===== config.mk =====
export PLATFORM = sky130hd
export DESIGN_NAME = data_mem_mmio
export DESIGN_NICKNAME = d
export VERILOG_FILES = /design/src/rtl/data_mem_mmio.sv
export SDC_FILE = /design/constraint.sdc
export NUM_CORES = 2
export LEC_CHECK = 0
export BUFFER_PORTS_ARGS = -buffer_cell sky130_fd_sc_hd__buf_2
export CAP_MARGIN = 20
export CORE_UTILIZATION = 40
export DETAILED_ROUTE_END_ITERATION = 6
export MAX_ROUTING_LAYER = met4
export PLACE_DENSITY = 0.68
export SETUP_SLACK_MARGIN = 0.02
export SYNTH_ARGS = -nofsm -noshare
export SYNTH_HDL_FRONTEND = slang
export SYNTH_SLANG_ARGS = --single-unit

===== constraint.sdc =====
create_clock -name clk -period 2.3 [get_ports clk]
set_clock_uncertainty 0.15 [all_clocks]
set_input_delay 0.23 -clock clk [delete_from_list [all_inputs] [get_ports clk]]
set_output_delay 0.23 -clock clk [all_outputs]
set_load 0.01 [all_outputs]

===== src/rtl/data_mem_mmio.sv =====
// data_mem_mmio: single-cycle data memory with console FIFO, cycle counter and test-done MMIO.
module data_mem_mmio #(
  parameter int WIDTH = 32,
  parameter int DEPTH = 64,
  parameter int FIFO_DEPTH = 8
)(
  input  logic             clk,
  input  logic             rst,
  input  logic             memwrite,
  input  logic [WIDTH-1:0] addr,
  input  logic [WIDTH-1:0] writedata,
  output logic [WIDTH-1:0] readdata,
  output logic             tx_valid,
  output logic [7:0]       tx_data,
  input  logic             tx_ready,
  output logic             done,
  output logic [WIDTH-1:0] done_code,
  output logic             err,
  output logic             overflow
);
  localparam int AW = $clog2(DEPTH);
  localparam int FW = $clog2(FIFO_DEPTH);
  localparam logic [WIDTH-1:0] CONSOLE = WIDTH'(32'hFFFFFF00);
  localparam logic [WIDTH-1:0] CYCLE = WIDTH'(32'hFFFFFF04);
  localparam logic [WIDTH-1:0] TOHOST = WIDTH'(32'hFFFFFF08);
  logic [WIDTH-1:0] mem [DEPTH];
  logic [7:0] fifo [FIFO_DEPTH];
  logic [FW-1:0] rdPtr, wrPtr;
  logic [FW:0] count;
  logic [WIDTH-1:0] cycles, wordAddr;
  logic aligned, isRam, isCon, isCyc, isHost, wrOk, full, empty, push, pop, accept;
  assign wordAddr = {addr[WIDTH-1:2], 2'b00};
  assign aligned = addr[1:0] == 2'b00;
  assign isRam = wordAddr < WIDTH'(DEPTH * 4);
  assign isCon = wordAddr == CONSOLE;
  assign isCyc = wordAddr == CYCLE;
  assign isHost = wordAddr == TOHOST;
  assign wrOk = memwrite && aligned;
  assign full = count == (FW + 1)'(FIFO_DEPTH);
  assign empty = count == '0;
  assign pop = !empty && tx_ready;
  assign push = wrOk && isCon;
  // a pop in the same cycle frees the slot a full-FIFO push needs
  assign accept = push && (!full || pop);
  assign tx_valid = !empty;
  assign tx_data = fifo[rdPtr];
  assign readdata = isRam ? mem[addr[AW+1:2]] :
                    isCon ? {{(WIDTH-2){1'b0}}, full, empty} :
                    isCyc ? cycles :
                    isHost ? done_code : '0;
  always_ff @(posedge clk) begin
    if (wrOk && isRam) mem[addr[AW+1:2]] <= writedata;
    if (accept) fifo[wrPtr] <= writedata[7:0];
  end
  always_ff @(posedge clk or posedge rst) begin
    if (rst) begin
      rdPtr <= '0;
      wrPtr <= '0;
      count <= '0;
      cycles <= '0;
      done <= 1'b0;
      done_code <= '0;
      err <= 1'b0;
      overflow <= 1'b0;
    end else begin
      if (accept) wrPtr <= wrPtr + FW'(1);
      if (pop) rdPtr <= rdPtr + FW'(1);
      count <= count + (FW + 1)'(accept) - (FW + 1)'(pop);
      cycles <= (wrOk && isCyc) ? writedata : done ? cycles : cycles + WIDTH'(1);
      if (wrOk && isHost) begin
        done <= 1'b1;
        done_code <= writedata;
      end
      if (memwrite && (!aligned || !(isRam || isCon || isCyc || isHost))) err <= 1'b1;
      if (push && !accept) overflow <= 1'b1;
    end
  end
endmodule


==> impl_metrics.csv <==
group,metric,value,unit
outcome,status,"finished with violations",
outcome,failed_checks,"setup timing",
synth,netlist_instances,4808,
grt,met3_usage,0.07438,
detailed_routing,drt-pass1-iter-count,7,
final_layout,final_nets,5906,
synth,synthTopCellsByCount,"edfxtp_1 (2112), mux2i_1 (267), mux2_2 (240)",
floorplan,initial_utilization,0.4035,
detailed_routing,drt-total-wl,302300,um
detailed_routing,routed_via_density,6.324,
cts,cts_root_buf,"clkbuf_16",
grt,grtUsageTotal,0.2824,
floorplan,core_area,212700,um2
grt,grt-ovfl-total,0,
synth,yosysMostFrequentCell,"edfxtp_1",
synth,yosys.area_share.adder,0.001399,
synth,synth-main-ff-cell,"edfxtp_1",
cts,clk_pin_slew,60,ps
worst_setup_path,cp.arrival,3260,ps
synth,synth-async-reset-ratio,0.03518,
grt,grt.met1_usage,0.3643,
detailed_routing,vias,55950,
timing,rsz0062_at_grt,"yes",
synth,synth_edf_count,2112,
synth,yosysWarningCount,0,
final_layout,utilization,0.5089,
timing,fmax,0.2746,GHz
power_and_ir_drop,ir_drop,0.0009268,V
synth,syn_area,85840,um2
power_and_ir_drop,seq_power_share,0.509,
worst_setup_path,crit_required,1920,ps
job,cap_violations,0,
floorplan,die_area,216500,um2
timing,slew_violations,0,
cts,cts_max_level,4,
placed_design,dp_hpwl,200600,um
final_layout,stdcell_area,108300,um2
detailed_routing,drc_errors,0,
worst_setup_path,path_max_fanout,2,
floorplan,ios,144,
final_layout,fillers,16870,
synth,ys_seq_area_frac,0.7612,
power_and_ir_drop,p_leak,36.69,nW
worst_setup_path,end_kind,"output pin",
timing,finalHoldViolCount,0,
synth,synth_top_cell_by_area,"edfxtp_1",
cts,clkSinkCount,2189,
synth,synth_top_family_by_area,"compound AO/OA/AOI/OAI gates",
power_and_ir_drop,powerDensity,795.3,nW/um2
synth,avgSynthCellArea,17.85,um2
final_layout,syn_to_final_growth,26.12,%
timing,report.final.setup_viol,108,
worst_setup_path,critical_path.max_stage_delay,490,ps
timing,relSlewSlack,0.2223,
timing,fin_crit_sh,1.583,
synth,synthTopCellsByArea,"edfxtp_1 (74%), mux2_2 (3.1%), mux2i_1 (3.1%)",
worst_setup_path,startpoint_type,"flip-flop",
cts,worstSkewPairLatency,840,ps
power_and_ir_drop,comb_power_share,0.085,
synth,synth_nets,4885,
placed_design,postPlaceCellArea,99320,um2
timing,hold_slack,42.13,ps
power_and_ir_drop,clockPowerShare,0.405,
synth,yosysTopAreaCellShare,0.7388,
final_layout,drive_gt1_frac,0.3419,
cts,cts_buffers,211,
placed_design,dp_slack,-1550,ps
detailed_routing,wl_per_cell,34.18,um
grt,grt_pass1_wl,417800,um
grt,grtUsageMet2,0.4247,
worst_setup_path,cp_cell_sequence,"mux4_2 -> a22oi_2 -> buf_4 -> o211ai_1 -> or3_4 -> o31a_1 -> buf_2",
floorplan,fp.dieH,465.3,um
synth,synth_seq_cells,2189,
synth,synthSimpleGateAreaFrac,0.02685,
synth,muxShareOfSynthArea,0.09165,
grt,top_usage_layer,"met2",
placed_design,gp_congestion,0.9523,
worst_setup_path,cp_top_family,"compound AO/OA/AOI/OAI gates",
worst_setup_path,crit_slowest_cell,"mux4_2",
power_and_ir_drop,internal_power,66.42,mW
floorplan,rows,169,
cts,max-clock-path-buffers,3,
power_and_ir_drop,switching_share,0.2285,
min_path,hp-class,"in -> reg",
floorplan,die_x,465.3,um
synth,synth_xor_area_frac,0.003775,
grt,grt_max_degree,75,
power_and_ir_drop,p_switching,19.68,mW
timing,period_minus_slack,3642,ps
detailed_routing,drtIter0Drc,9980,
synth,synth-compound-area-share,0.09403,
detailed_routing,antenna_left,0,
synth,synth_cell_types,79,
grt,antenna_found_initial,21,
worst_setup_path,critical_path_class,"reg -> out",
timing,worst_slack,-1342,ps
grt,grt_pass1_vias,53730,
cts,cts_tree,"yes",
placed_design,place.port_buffers,143,
worst_setup_path,crit_buf_inv,2,
timing,tightest_slew,1167,ps
cell usage in the layout, fill, tap and decap left out, drive strengths merged, types with 19 or more instances in the layout:
| master | n |
|---|---|
| a31oi | 23 |
| o22ai | 112 |
| xor2 | 20 |
| nand3 | 37 |
| bufinv | 19 |
| a221oi | 209 |
| nor3 | 22 |
| nand4 | 21 |
| dlygate4sd3 | 41 |
| nand2 | 107 |
| buf | 1106 |
| nor2 | 202 |
| mux4 | 110 |
| a221o | 49 |
| edfxtp | 2112 |
| clkinv | 91 |
| a21oi | 153 |
| dfrtp | 77 |
| a22o | 57 |
| mux2i | 267 |
| a211oi | 23 |
| mux2 | 241 |
| a22oi | 198 |
| clkbuf | 277 |
| o21ai | 159 |
worst paths after layout:
kind                              start             to  slack, ps  depth (start not counted)
max                         mem[31][21]   readdata[21]      -1340                          7
min                        writedata[1]     fifo[4][1]         40                          2
max reg2reg                    count[3]       count[1]       -140                         11
min reg2reg                    overflow       overflow        380                          1
max in group asynchronous           rst       rdPtr[0]        870                          5
min in group asynchronous           rst  done_code[13]        490                          4
final cells by class:
| type | instances | area (um2) | share of cell area |
|---|---|---|---|
| Multi-Input combinational cell | 2269 | 20690 | 0.1911 |
| Tap cell | 2821 | 3530 | 0.03260 |
| Clock inverter | 118 | 1294 | 0.01195 |
| Sequential cell | 2189 | 65350 | 0.6036 |
| Inverter | 10 | 48.80 | 0.0004507 |
| Clock buffer | 276 | 5658 | 0.05226 |
| Antenna cell | 16 | 40.04 | 0.0003698 |
| Timing Repair Buffer | 1148 | 11660 | 0.1077 |
cell families after synthesis:
group,after synthesis
mux,618
xor+xnor,37
compound gates,1118
buf+inv,350
simple gates,487
flops,2189
fa+ha+maj,9
per-layer routing:
layer / routed length [um] / up-vias
met5: 0 / -
met4: 15090 / 0
met3: 44160 / 846
met2: 136300 / 4710
met1: 106800 / 28470
li1: - / 21920
power groups by stage:
stage,Sequential (mW),Clock (mW),Combinational [mW]
2_1_floorplan,44.6,0,2.84
3_3_place_gp,44.7,0,6.35
3_5_place_dp,44.7,0,6.44
4_1_cts,43.8,35.0,7.15
5_1_grt,43.8,36.4,7.52
6_report,43.8,34.9,7.35
what timing repair did:
action,in CTS,in global routing
cloned,2,0
hold endpoints to repair,1862,0
pin swaps,103,62
hold buffers,41,0
buffers inserted,7,1
resized for setup,243,90
setup endpoints to repair,117,111
sequential cells by signal, summed over array words and instances (netlist names):
| register | cells |
|---|---|
| wrPtr | 3 |
| rdPtr | 3 |
| cycles | 32 |
| fifo | 64 |
| done_code | 32 |
| count | 4 |
| done | 1 |
| overflow | 1 |
| err | 1 |
| mem | 2048 |
worst register-to-register path, stage by stage (launching register included):
cell and delay [ps]:
dfrtp_1 380, inv_1 60, ha_2 150, or3b_4 390, buf_6 140, nand2_4 70, nand2_2 60, o21ai_2 150
ha_2 210, inv_2 40, fa_2 510, inv_1 40
per-stage QoR:
step           setup TNS, ps  total power [mW]  cells
3_3_place_gp        -1223180             51.00   8396
6_report              -40910             86.10   8847
3_5_place_dp        -1263290             51.10   8396
5_1_grt               -47280             87.79   8843
4_1_cts               -40240             85.94   8835
2_1_floorplan        -884160             47.47   4808
Note: power is estimated with default switching activity, not from simulation.
